===== src/rtl/vending_pkg.sv =====
// Shared types and constants for the vending front-end.
package vending_pkg;

  localparam int unsigned CREDIT_W = 4;

  typedef logic [CREDIT_W-1:0] credit_t;

  localparam credit_t CREDIT_MAX = credit_t'(15);

  // Encodings are visible on the estado output and must not change.
  typedef enum logic [2:0] {
    StIdle     = 3'd0,
    StCarga    = 3'd1,
    StListo    = 3'd2,
    StDispensa = 3'd3,
    StCambio   = 3'd4
  } state_e;

  // Credit plus a 0..3 coin value, clamped at CREDIT_MAX.
  function automatic credit_t sat_add(credit_t a, logic [1:0] inc);
    logic [CREDIT_W:0] sum;
    sum = {1'b0, a} + {{(CREDIT_W - 1){1'b0}}, inc};
    if (sum > {1'b0, CREDIT_MAX}) begin
      return CREDIT_MAX;
    end
    return sum[CREDIT_W-1:0];
  endfunction

  // Resting state implied by a credit value outside a vend or refund.
  function automatic state_e rest_state(credit_t c, credit_t price);
    if (c == '0) begin
      return StIdle;
    end else if (c < price) begin
      return StCarga;
    end
    return StListo;
  endfunction

endpackage


===== src/rtl/input_conditioner.sv =====
// One raw asynchronous input -> 2-flop synchroniser -> optional debounce -> rising-edge pulse.
// Debounce is built only when COIN_DEBOUNCE_EN is defined; otherwise DEB_CYCLES is ignored.
module input_conditioner #(
  parameter int unsigned DEB_CYCLES = 16
) (
  input  logic clk,
  input  logic rst,
  input  logic raw,
  output logic pulse
);

  logic sync1;
  logic sync2;
  logic level;
  logic level_q;

  // Two-flop synchroniser for the asynchronous raw input.
  always_ff @(posedge clk or posedge rst) begin
    if (rst) begin
      sync1 <= 1'b0;
      sync2 <= 1'b0;
    end else begin
      sync1 <= raw;
      sync2 <= sync1;
    end
  end

`ifdef COIN_DEBOUNCE_EN
  localparam int unsigned CntW = $clog2(DEB_CYCLES) + 1;

  logic [CntW-1:0] cnt;
  logic            stable;

  // Accepted level flips only after DEB_CYCLES consecutive cycles at the new value;
  // any return to the accepted level restarts the count.
  always_ff @(posedge clk or posedge rst) begin
    if (rst) begin
      cnt    <= '0;
      stable <= 1'b0;
    end else if (sync2 != stable) begin
      if (cnt == CntW'(DEB_CYCLES - 1)) begin
        stable <= sync2;
        cnt    <= '0;
      end else begin
        cnt <= cnt + 1'b1;
      end
    end else begin
      cnt <= '0;
    end
  end

  assign level = stable;
`else
  logic unused_deb_cycles;
  assign unused_deb_cycles = ^DEB_CYCLES;
  assign level = sync2;
`endif

  // Registered rising-edge detect: one pulse per accepted 0->1 transition.
  always_ff @(posedge clk or posedge rst) begin
    if (rst) begin
      level_q <= 1'b0;
      pulse   <= 1'b0;
    end else begin
      level_q <= level;
      pulse   <= level & ~level_q;
    end
  end

endmodule


===== src/rtl/coin_sequencer.sv =====
// Vending front-end: conditions coin/button inputs, accumulates credit and runs the
// vend/change state machine. Debounce is enabled with the COIN_DEBOUNCE_EN macro.
module coin_sequencer
  import vending_pkg::*;
#(
  parameter int unsigned PRICE           = 5,
  parameter int unsigned DEB_CYCLES      = 16,
  parameter int unsigned DISPENSE_CYCLES = 8
) (
  input  logic                clk,
  input  logic                rst,
  input  logic                coin_1,
  input  logic                coin_2,
  input  logic                btn_avance,
  input  logic                btn_cancel,
  output logic [CREDIT_W-1:0] sw_credito,
  output logic [2:0]          estado,
  output logic                avance,
  output logic                busy
);

  localparam int unsigned DispW  = $clog2(DISPENSE_CYCLES) + 1;
  localparam credit_t     PriceC = credit_t'(PRICE);

  logic p_coin1;
  logic p_coin2;
  logic p_avance;
  logic p_cancel;

  input_conditioner #(.DEB_CYCLES(DEB_CYCLES)) u_cond_coin1 (
    .clk  (clk),
    .rst  (rst),
    .raw  (coin_1),
    .pulse(p_coin1)
  );

  input_conditioner #(.DEB_CYCLES(DEB_CYCLES)) u_cond_coin2 (
    .clk  (clk),
    .rst  (rst),
    .raw  (coin_2),
    .pulse(p_coin2)
  );

  input_conditioner #(.DEB_CYCLES(DEB_CYCLES)) u_cond_avance (
    .clk  (clk),
    .rst  (rst),
    .raw  (btn_avance),
    .pulse(p_avance)
  );

  input_conditioner #(.DEB_CYCLES(DEB_CYCLES)) u_cond_cancel (
    .clk  (clk),
    .rst  (rst),
    .raw  (btn_cancel),
    .pulse(p_cancel)
  );

  state_e           state_q;
  state_e           state_d;
  credit_t          credit_q;
  credit_t          credit_d;
  logic [DispW-1:0] dcnt_q;
  logic [DispW-1:0] dcnt_d;
  logic             avance_q;
  logic             busy_q;
  logic [1:0]       coin_inc;

  assign coin_inc = {p_coin2, p_coin1};

  // Next-state and next-credit; busy states ignore every input pulse.
  always_comb begin
    state_d  = state_q;
    credit_d = credit_q;
    dcnt_d   = dcnt_q;
    case (state_q)
      StIdle, StCarga, StListo: begin
        if (p_cancel && (state_q != StIdle)) begin
          // Coins landing with the cancel are still refunded.
          credit_d = sat_add(credit_q, coin_inc);
          state_d  = StCambio;
        end else if (p_avance && (state_q == StListo)) begin
          // Coins arriving on the vend edge are dropped.
          credit_d = credit_q - PriceC;
          dcnt_d   = '0;
          state_d  = StDispensa;
        end else begin
          credit_d = sat_add(credit_q, coin_inc);
          state_d  = rest_state(credit_d, PriceC);
        end
      end
      StDispensa: begin
        if (dcnt_q == DispW'(DISPENSE_CYCLES - 1)) begin
          state_d = (credit_q != '0) ? StCambio : StIdle;
        end else begin
          dcnt_d = dcnt_q + 1'b1;
        end
      end
      StCambio: begin
        // One unit paid per cycle; leave on the cycle the last unit goes out.
        if (credit_q != '0) begin
          credit_d = credit_q - credit_t'(1);
        end
        if (credit_q <= credit_t'(1)) begin
          state_d = StIdle;
        end
      end
      default: begin
        state_d  = StIdle;
        credit_d = '0;
      end
    endcase
  end

  // State, credit and registered strobes; avance marks only the DISPENSA entry cycle.
  always_ff @(posedge clk or posedge rst) begin
    if (rst) begin
      state_q  <= StIdle;
      credit_q <= '0;
      dcnt_q   <= '0;
      avance_q <= 1'b0;
      busy_q   <= 1'b0;
    end else begin
      state_q  <= state_d;
      credit_q <= credit_d;
      dcnt_q   <= dcnt_d;
      avance_q <= (state_d == StDispensa) && (state_q != StDispensa);
      busy_q   <= (state_d == StDispensa) || (state_d == StCambio);
    end
  end

  assign sw_credito = credit_q;
  assign estado     = state_q;
  assign avance     = avance_q;
  assign busy       = busy_q;

endmodule

===== config.mk =====
export PLATFORM = sky130hd
export DESIGN_NAME = coin_sequencer
export DESIGN_NICKNAME = d
export VERILOG_FILES = /design/src/rtl/vending_pkg.sv /design/src/rtl/input_conditioner.sv /design/src/rtl/coin_sequencer.sv
export SDC_FILE = /design/constraint.sdc
export NUM_CORES = 1
export LEC_CHECK = 0
export ABC_AREA = 1
export ABC_CLOCK_PERIOD_IN_PS = 4000
export CAP_MARGIN = 25
export CORE_MARGIN = 2
export CORE_UTILIZATION = 55
export DETAILED_ROUTE_END_ITERATION = 7
export PLACE_DENSITY = 0.77
export SYNTH_ARGS = -nofsm -noshare
export SYNTH_HDL_FRONTEND = slang
export SYNTH_SLANG_ARGS = --single-unit

===== constraint.sdc =====
create_clock -name clk -period 4 [get_ports clk]
set_clock_uncertainty 0.2 [all_clocks]
set_input_delay 1 -clock clk [delete_from_list [all_inputs] [get_ports clk]]
set_output_delay 1 -clock clk [all_outputs]
set_load 0.1 [all_outputs]

-- After elaboration in Yosys (flattened, before gate mapping)
Index checks and enable logic that the tools add are counted.
- register bits: 29
- output and inout port bits: 9
- reductions and logical operators: 12
- order comparisons: 3
- bitwise gates (word level): 9
- mux-type cells: 34
- $add $sub $neg: 4
- eq/ne operators: 12
- operators by type and width (kind ; count):
    two-way mux 4 bit ; 12
    two-way mux 3 bit ; 8
    case mux 4 bit (3 select lines) ; 1
    two-way mux 1 bit ; 11
    == test 3 x 2 -> 1 bit, second input constant ; 3
    case mux 3 bit (3 select lines) ; 1
    inequality test 2 bit, second input constant ; 4
    case mux 4 bit (2 select lines) ; 1
    == test 3 bit, second input constant ; 2
    adder 4 x 2 -> 5 bit ; 1
    greater-than comparator 5 x 4 -> 1 bit, second input constant ; 1
    NOT 1 bit ; 5
    adder 4 x 1 -> 4 bit, second input constant ; 1
    AND 1 bit ; 4
    == test 4 x 3 -> 1 bit, second input constant ; 1
    <= comparator 4 x 1 -> 1 bit, second input constant ; 1
    logical NOT 4 bit ; 1
    < comparator 4 x 3 -> 1 bit, second input constant ; 1
    AND reduction 4 bit ; 1
    nonzero test 4 bit ; 1
    subtractor 4 x 1 -> 4 bit, second input constant ; 1
    subtractor 4 x 3 -> 4 bit, second input constant ; 1
    == test 3 x 1 -> 1 bit, second input constant ; 1
    logical AND 1 bit ; 3
    other kinds (7) ; 7

-- Logic depth before layout (Yosys ltp)
Gate-level depths: netlist (run 1).
- depth in word-level cells: 22
- depth in mapped cells: 10
- depth with buffers taken out: 10

-- Cells and area by module
A second synthesis (run 1) with hierarchy kept.
- cell total of the unflattened synthesis: 163
- area, all modules: 1428.9 sq um
- by module, submodules not included (module ; area each (sq um) ; sequential area each (sq um) ; cells an instance ; instances):
    coin_sequencer ; 973.4 ; 325.3 ; 135 ; 1
    input_conditioner ; 113.9 ; 100.1 ; 7 ; 4

-- Worst setup path before layout (run 1)
Ideal clock, no wire load.
- path type: flip-flop to flip-flop
- start: register credit_q[0], in the netlist sw_credito[0]
- end: register state_q[1], in the netlist estado[1]
- setup slack: 1.553 ns
- required time: 3.683 ns
- arrival time: 2.130 ns
- path buffers: 0
- stages on the path, launching flop included: 9
- cells stage by stage: dfrtp_1 > ha_1 > fa_1 > nand3_2 > nand2_1 > o21ai_0 > nand2_1 > nand2_1 > nand2_1
- word-level cells in the longest chain between the ends: 20
- elaborated cells on any way between the ends: 24
- classes of those cells: add/sub: 1; order compare: 3; mux: 19; reduce/logical: 1
- ends and longest elaborated chain (what ; line ; source):
    start: declaration ; coin_sequencer.sv:60 ; credit_t credit_q;
    start signal: assignment ; coin_sequencer.sv:124 ; credit_q <= credit_d;
    adder 4 x 2 -> 5 bit ; vending_pkg.sv:22 ; sum = {1'b0, a} + {{(CREDIT_W - 1){1'b0}}, inc};
    greater-than comparator 5 x 4 -> 1 bit ; vending_pkg.sv:23 ; if (sum > {1'b0, CREDIT_MAX}) begin
    two-way mux 1 bit ; vending_pkg.sv:23 ;
    two-way mux 1 bit ; coin_sequencer.sv:81 ; end else if (p_avance && (state_q == StListo)) begin
    two-way mux 1 bit ; coin_sequencer.sv:77 ; if (p_cancel && (state_q != StIdle)) begin
    two-way mux 1 bit ; coin_sequencer.sv:75 ; case (state_q)
    two-way mux 4 bit ; vending_pkg.sv:26 ; return sum[CREDIT_W-1:0];
    two-way mux 4 bit ; coin_sequencer.sv:81 ;
    [... 5 more ...] ; - ;
    two-way mux 1 bit ; coin_sequencer.sv:81 ;
    two-way mux 1 bit ; coin_sequencer.sv:77 ;
    two-way mux 1 bit ; coin_sequencer.sv:75 ;
    two-way mux 3 bit ; vending_pkg.sv:36 ; return StListo;
    two-way mux 3 bit ; coin_sequencer.sv:81 ;
    two-way mux 3 bit ; coin_sequencer.sv:77 ;
    case mux 3 bit (3 select lines) * ; coin_sequencer.sv:75 ;
    named net state_d[1] ; coin_sequencer.sv:59 ; state_e state_d;
    end signal: assignment ; coin_sequencer.sv:117 ; state_q <= StIdle;
    end signal: assignment ; coin_sequencer.sv:123 ; state_q <= state_d;
    end: declaration ; coin_sequencer.sv:58 ; state_e state_q;
Mark *: on every way through the listed nets, which the timed path passes. The rest lies on a longest branch. The select of a mux whose other input is x is not followed.
A chain may end at the register's enable or synchronous reset.

-- Final worst setup path (run 1)
- start: register state_q[0], in the netlist estado[0]
- end: output port estado[0]
- RTL lines (what ; line ; source):
    end: declaration ; coin_sequencer.sv:17 ; output logic [2:0] estado,
No word-level cell between the ends.

==> impl_metrics.py, run 1 <==
metrics = {
    "detailed_routing": {
        "drt-pass1-iter-count": 4,
        "drt-total-wl_um": 2490,
        "vias": 1057,
        "wire_per_inst_um": 11.8,
        "final_antenna_net_count": 0,
        "drt_iter0_markers": 17,
        "via_per_inst": 5.01,
        "drcViolationCount": 0,
    },
    "global_routing": {
        "grt.total_usage_pct": 20.0,
        "first_global_vias": 1005,
        "grt_pass1_wl_um": 3970,
        "antenna_found_initial": 0,
        "grt_max_degree": 30,
        "grt-ovfl-total": 0,
    },
    "critical_path": {
        "crit_family": "buffers and inverters",
        "crit_cells": 1,
        "crit_required_ns": 2.80,
        "slowest_stage": "clkdlybuf4s50_1",
        "crit_path_end_kind": "output pin",
        "rr_worst_depth": 8,
        "crit_path_start_kind": "flip-flop",
        "path_class": "flip-flop to output pin",
        "r2r-end": "estado[1]",
        "crit_start": "estado[0]",
        "arrival_ns": 1.92,
        "crit_buf_inv": 1,
        "crit_end": "estado[0]",
        "path_cells": "clkdlybuf4s50_1",
        "cp_slowest_stage_delay_ns": 1.17,
        "crit_fanout": 5,
        "r2r-start": "sw_credito[0]",
        "r2r_setup_slack_ns": 1.94,
    },
    "clock_tree": {
        "clkLatencyLatePin_ns": 0.32,
        "clkTransAtPathRegs_ns": 0.10,
        "ctsResizeCount": 0,
        "cts_root_buf": "clkbuf_4",
        "htree_num_levels": 2,
        "cts_setup_buffers": 0,
        "cts_tree": "done",
        "ctsHoldBuffers": 0,
        "ctsLongestPathBuffers": 2,
        "cts_buffers": 5,
        "clkSinkCount": 29,
    },
    "timing": {
        "fin_crit_sh_pct": 78.1,
        "finalCriticalPeriod_ns": 3.12,
        "fmax_mhz": 320,
        "worst_slew_pin_slew_ns": 0.976,
        "rsz0062_at_grt": "false",
        "setup_viol": 0,
        "max_slew_margin_pct": 34.7,
        "finalHoldViolCount": 0,
        "drv_slew": 0,
        "setup_tns_ns": 0,
    },
    "worst_hold_path": {
        "hold_path.class": "flip-flop to flip-flop",
        "min_from": "u_cond_cancel.sync1",
    },
    "synthesis": {
        "yosysWarnings": 0,
        "yosysTopAreaCellShare_pct": 53.4,
        "ys_seq_area_share_pct": 53.4,
        "ys_types": 19,
        "syn_avg_cell_area_um2": 8.55,
        "yosysTopAreaCell": "dfrtp_1",
        "synth-seq-cells": 29,
        "syn_inst": 159,
        "syn_area_um2": 1360,
        "synth_area_leaders": "dfrtp_1, nand2_1, nor2_1, inv_1, nand3_1",
        "syn-num-nets": 171,
    },
    "floorplan": {
        "die_w_um": 53.7,
        "die_h_um": 53.7,
        "num_rows": 18,
        "design.core.area_um2": 2410,
        "initial_utilization_pct": 56.4,
        "die_area_um2": 2890,
        "io_pins": 15,
    },
    "final_layout": {
        "nNetsFinal": 192,
        "diodes": 0,
        "area_growth_syn_to_layout_pct": 17.8,
        "layout-drive-gt1-share_pct": 13.8,
    },
    "status": {
        "status": "finished, final reports clean",
    },
    "place": {
        "portBuffers": 14,
        "dp_hpwl_um": 1840,
        "gp_congestion": 0.856,
    },
    "job": {
        "maxCapViolCount": 0,
    },
}
-- metrics by stage --
step	instances	hold slack (ns)	instance area (um2)	worst slack, ns	util, %
after floorplan	159	0.131	1360	1.55	-
after global placement	202	0.138	1520	1.26	63.1
after detailed placement	202	0.136	1520	1.23	63.1
after CTS	210	0.169	1580	0.864	65.4
after global routing	211	0.174	1600	0.790	66.5
final	211	0.163	1600	0.876	66.5
-- logic make-up after synthesis --
group / after synthesis / share of synthesized area [%]
xor+xnor: 1 / 0.644
flops: 29 / 53.4
compound gates: 13 / 4.78
fa+ha+maj: 6 / 6.07
simple gates: 86 / 28.2
buf+inv: 24 / 6.90
-- layer usage --
layer  wire length (um)  global-route usage (%)
met5                  0                       0
met4                 17                    7.69
met3                 70                    6.67
met2               1370                    36.4
met1               1030                    21.1
-- cell type report --
cell class | count | area, um2
clock buffers | 5 | 37.5
fillers | 193 | 807
multi-input cells | 106 | 541
clock inverters | 3 | 17.5
well taps | 30 | 37.5
repair buffers | 15 | 158
flip-flops and latches | 29 | 726
inverters | 23 | 86.3
-- how the worst min path moves through the flow --
stage | endpoint | slack (ns) | depth (start not counted)
6_report | u_cond_cancel.level | 0.16 | 0
5_1_grt | u_cond_avance.level | 0.17 | 0
4_1_cts | u_cond_avance.level | 0.17 | 0
3_5_place_dp | u_cond_coin1.level | 0.14 | 0
3_3_place_gp | u_cond_cancel.level | 0.14 | 0
2_1_floorplan | u_cond_avance.level | 0.13 | 0
-- Yosys cell counts --
cell type / count
inv_1: 20
o21ai_0: 3
nand2_2: 3
nor2_4: 1
nand3_2: 1
dfrtp_1: 29
ha_1: 5
nor2_2: 3
xnor2_1: 1
fa_1: 1
inv_2: 3
a21oi_1: 10
nand2_4: 1
nand3_1: 14
nor2_1: 22
nand2_1: 37
nand4_1: 2
buf_4: 1
nor3_1: 2
-- cells in the final DEF (no fill, tap or decap), types with 2 or more instances in the layout --
master | Yosys | final
nand2_2 | 3 | 3
nand3_1 | 14 | 14
clkinv_2 | 0 | 2
nor2_1 | 22 | 22
clkdlybuf4s50_1 | 0 | 10
nand4_1 | 2 | 2
o21ai_0 | 3 | 3
clkbuf_4 | 0 | 5
nor3_1 | 2 | 2
a21oi_1 | 10 | 10
nor2_2 | 3 | 3
ha_1 | 5 | 5
inv_2 | 3 | 3
nand2_1 | 37 | 37
dfrtp_1 | 29 | 29
buf_4 | 1 | 4
inv_1 | 20 | 20
Power of run 1 is left out: the tool's default activity adds up to more than one toggle a clock period on the data nets, which glitch-free logic cannot reach.
==> run 2, diff against run 1 <==
Settings changed: ABC_CLOCK_PERIOD_IN_PS 4000 to 2700, CORE_UTILIZATION 55 to 49, PLACE_DENSITY 0.77 to 0.73.
Clock period 4 ns to 2.7 ns, I/O delays scaled along.
==> impl_metrics.py, run 2 (synthesis results as in run 1) <==
metrics = {
    "clock_tree": {
        "cts_buffers": 5,
        "ctsHoldBuffers": 0,
        "ctsResizeCount": 0,
        "clkLatencyLatePin_ns": 0.33,
        "cts_setup_buffers": 0,
        "cts_tree": "done",
        "clkTransAtPathRegs_ns": 0.11,
        "ctsLongestPathBuffers": 2,
        "clkSinkCount": 29,
        "cts_root_buf": "clkbuf_4",
        "htree_num_levels": 2,
    },
    "detailed_routing": {
        "drcViolationCount": 0,
        "via_per_inst": 5.01,
        "drt-pass1-iter-count": 4,
        "drt-total-wl_um": 2360,
        "drt_iter0_markers": 16,
        "final_antenna_net_count": 0,
        "wire_per_inst_um": 11.1,
        "vias": 1062,
    },
    "floorplan": {
        "die_area_um2": 3210,
        "die_h_um": 56.7,
        "initial_utilization_pct": 50.6,
        "io_pins": 15,
        "die_w_um": 56.7,
        "design.core.area_um2": 2690,
        "num_rows": 19,
    },
    "global_routing": {
        "grt_max_degree": 30,
        "antenna_found_initial": 0,
        "grt_pass1_wl_um": 4410,
        "grt-ovfl-total": 0,
        "first_global_vias": 1088,
        "grt.total_usage_pct": 17.9,
    },
    "timing": {
        "fin_ws_ns": 0.519,
        "max_slew_margin_pct": 70.4,
        "drv_slew": 0,
        "fmax_mhz": 459,
        "worst_slew_pin_slew_ns": 0.444,
        "whs_ns": 0.159,
        "finalCriticalPeriod_ns": 2.18,
        "setup_viol": 0,
        "rsz0062_at_grt": "false",
        "finalHoldViolCount": 0,
        "fin_crit_sh_pct": 80.8,
        "setup_tns_ns": 0,
    },
    "final_layout": {
        "final_common_cell": "nand2_1",
        "nFillCells": 245,
        "nNetsFinal": 192,
        "diodes": 0,
        "area_growth_syn_to_layout_pct": 17.7,
        "mostFrequentLayoutCells": "nand2_1, dfrtp_1, nor2_1",
        "layout-drive-gt1-share_pct": 16.6,
    },
    "critical_path": {
        "crit_required_ns": 1.82,
        "r2r_setup_slack_ns": 0.66,
        "slowest_stage": "dfrtp_1",
        "crit_path_end_kind": "output pin",
        "crit_start": "sw_credito[2]",
        "arrival_ns": 1.31,
        "rr_worst_depth": 8,
        "cp_slowest_stage_delay_ns": 0.60,
        "crit_end": "sw_credito[2]",
        "crit_path_start_kind": "flip-flop",
        "r2r-start": "sw_credito[0]",
        "crit_cells": 1,
        "r2r-end": "estado[1]",
        "crit_fanout": 12,
        "crit_buf_inv": 1,
        "path_class": "flip-flop to output pin",
        "path_cells": "buf_4",
        "crit_family": "flip-flops",
    },
    "place": {
        "dp_hpwl_um": 1760,
        "portBuffers": 14,
        "gp_congestion": 0.772,
        "pre_cts_ws_ns": 0.670,
    },
    "job": {
        "maxCapViolCount": 0,
    },
    "status": {
        "status": "finished, final reports clean",
    },
    "worst_hold_path": {
        "hold_path.class": "flip-flop to flip-flop",
    },
}
## run 2: changes by cell type in the layout (fill, tap and decap cells not counted), sizes merged
cell,previous run,this run
buf,5,10
clkdlybuf4s50,10,5
bufinv,0,1
clkinv,2,1
## run 2: worst min path at each step
| stage | depth (start not counted) | endpoint | start | slack (ns) |
|---|---|---|---|---|
| 6_report | 0 | u_cond_coin2.level | u_cond_coin2.sync1 | 0.16 |
| 5_1_grt | 0 | u_cond_avance.level | u_cond_avance.sync1 | 0.17 |
| 4_1_cts | 0 | u_cond_coin2.level | u_cond_coin2.sync1 | 0.16 |
| 3_5_place_dp | 0 | u_cond_coin2.level | u_cond_coin2.sync1 | 0.14 |
| 3_3_place_gp | 0 | u_cond_avance.level | u_cond_avance.sync1 | 0.14 |
| 2_1_floorplan | 0 | u_cond_avance.level | u_cond_avance.sync1 | 0.13 |
## run 2: layer usage
| metal | track usage [%] | wire length, um |
|---|---|---|
| met3 | 4.15 | 91 |
| met5 | 0 | 0 |
| met4 | 9.18 | 57 |
| met1 | 20.8 | 1020 |
| met2 | 30.4 | 1190 |
## run 2: layout make-up
class,instances,area [um2],area share [%]
clock buffer,5,37.5,2.35
clock inverter,3,46.3,2.89
inverter,23,86.3,5.39
multi-input combinational,106,541,33.8
sequential,29,726,45.3
tap,31,38.8,2.42
timing repair buffer,15,125,7.82
## run 2: metrics by stage
step                      area (um2)  instances  util (%)
after CTS                       1600        212      59.6
after global placement          1520        204      56.5
after detailed placement        1520        204      56.5
after global routing            1600        212      59.6
after floorplan                 1360        159         -
final                           1600        212      59.6
Power of run 2 is left out for the same reason.
==> run 3, diff against run 2 <==
Settings changed: ABC_CLOCK_PERIOD_IN_PS 2700 to 1940.
Clock period 2.7 ns to 1.94 ns, I/O delays scaled along.
==> impl_metrics.py, run 3 (synthesis results as in run 1) <==
metrics = {
    "status": {
        "status": "finished, final reports clean",
    },
    "critical_path": {
        "arrival_ns": 1.86,
        "crit_path_start_kind": "flip-flop",
        "r2r_setup_slack_ns": 0.10,
        "crit_required_ns": 1.96,
        "crit_fanout": 3,
        "crit_path_end_kind": "flip-flop",
        "path_class": "flip-flop to flip-flop",
    },
    "floorplan": {
        "design.core.area_um2": 2690,
        "die_area_um2": 3210,
        "io_pins": 15,
        "num_rows": 19,
        "initial_utilization_pct": 50.6,
        "die_h_um": 56.7,
        "die_w_um": 56.7,
    },
    "place": {
        "dp_hpwl_um": 1850,
        "place_area_um2": 1660,
        "gp_congestion": 0.831,
        "pre_cts_ws_ns": 0.0927,
        "portBuffers": 14,
    },
    "detailed_routing": {
        "wire_per_inst_um": 11.5,
        "drcViolationCount": 0,
        "vias": 1061,
        "drt_iter0_markers": 14,
        "via_per_inst": 4.98,
        "final_antenna_net_count": 0,
        "drt-pass1-iter-count": 4,
        "drt-total-wl_um": 2450,
    },
    "timing": {
        "fin_ws_ns": 0.102,
        "fin_crit_sh_pct": 94.7,
        "max_slew_margin_pct": 68.5,
        "setup_tns_ns": 0,
        "fmax_mhz": 544,
        "rsz0062_at_grt": "true",
        "setup_viol": 0,
        "worst_slew_pin_slew_ns": 0.473,
        "finalHoldViolCount": 0,
        "finalCriticalPeriod_ns": 1.84,
        "drv_slew": 0,
    },
    "global_routing": {
        "first_global_vias": 1028,
        "grt_pass1_wl_um": 4330,
        "grt.total_usage_pct": 17.3,
        "grt-ovfl-total": 0,
        "grt_max_degree": 30,
        "antenna_found_initial": 0,
    },
    "final_layout": {
        "diodes": 0,
        "final_common_cell": "nand2_1",
        "utilization_pct": 64.4,
        "layout-drive-gt1-share_pct": 22.0,
        "mostFrequentLayoutCells": "nand2_1, dfrtp_1, nor2_1",
        "final_cell_area_um2": 1730,
        "area_growth_syn_to_layout_pct": 27.2,
        "nNetsFinal": 193,
    },
    "worst_hold_path": {
        "hold_path.class": "flip-flop to flip-flop",
    },
    "clock_tree": {
        "cts_root_buf": "clkbuf_4",
        "ctsLongestPathBuffers": 2,
        "htree_num_levels": 2,
        "clkTransAtPathRegs_ns": 0.10,
        "clkSinkCount": 29,
        "cts_buffers": 5,
        "clkLatencyLatePin_ns": 0.32,
        "cts_tree": "done",
    },
    "job": {
        "maxCapViolCount": 0,
    },
}
run 3: changes by cell type in the layout (fill, tap and decap cells not counted), moves of 2 or more:
cell        previous run  this run
buf_12                 0         9
buf_4                 10         2
clkinvlp_4             1         3
dfrtp_1               29        24
dfrtp_2                0         4
ha_1                   5         3
run 3: routing by layer:
metal | GRT usage [%] | share of wire, % | vias to the layer above
met2 | 28.1 | 52 | 13
met3 | 4.15 | 2.9 | 2
met5 | 0 | 0 | -
met1 | 23.6 | 45 | 509
li1 | - | - | 537
met4 | 4.08 | 0.57 | 0
run 3: final timing paths:
| path | from | to | cells past startpoint |
|---|---|---|---|
| worst max-delay path | sw_credito[0] | estado[1] | 10 |
| worst min-delay path | u_cond_cancel.sync1 | u_cond_cancel.level | 0 |
| worst max register to register | sw_credito[0] | estado[1] | 10 |
| worst min register to register | u_cond_cancel.sync1 | u_cond_cancel.level | 0 |
| max in group asynchronous | rst | sw_credito[0] | 3 |
| min in group asynchronous | rst | estado[0] | 3 |
run 3: layout make-up:
class                           instances  area, um2
Multi-Input combinational cell        106        566
Clock buffer                            5       37.5
Inverter                               23       86.3
Tap cell                               31       38.8
Fill cell                             217        956
Clock inverter                          3       22.5
Timing Repair Buffer                   16        245
Sequential cell                        29        734
run 3: stage by stage:
stage / hold slack (ns) / cells
floorplan: 0.131 / 159
global placement: 0.137 / 205
detailed placement: 0.142 / 205
CTS: 0.166 / 213
global route: 0.168 / 213
finish: 0.162 / 213
run 3: timing repair:
action                     CTS  global route
setup buffers                0             0
hold buffers                 0             0
setup endpoints to repair    0             4
resized for setup            0             3
run 3: critical path: stages (launching register included):
cell,delay (ns)
dfrtp_4,0.49
ha_4,0.17
fa_2,0.36
inv_1,0.09
nand2_1,0.07
nand2_2,0.07
nand2_1,0.05
o21ai_1,0.09
nand2_1,0.07
nand2_1,0.05
nand2_1,0.04
Power of run 3 is left out for the same reason.
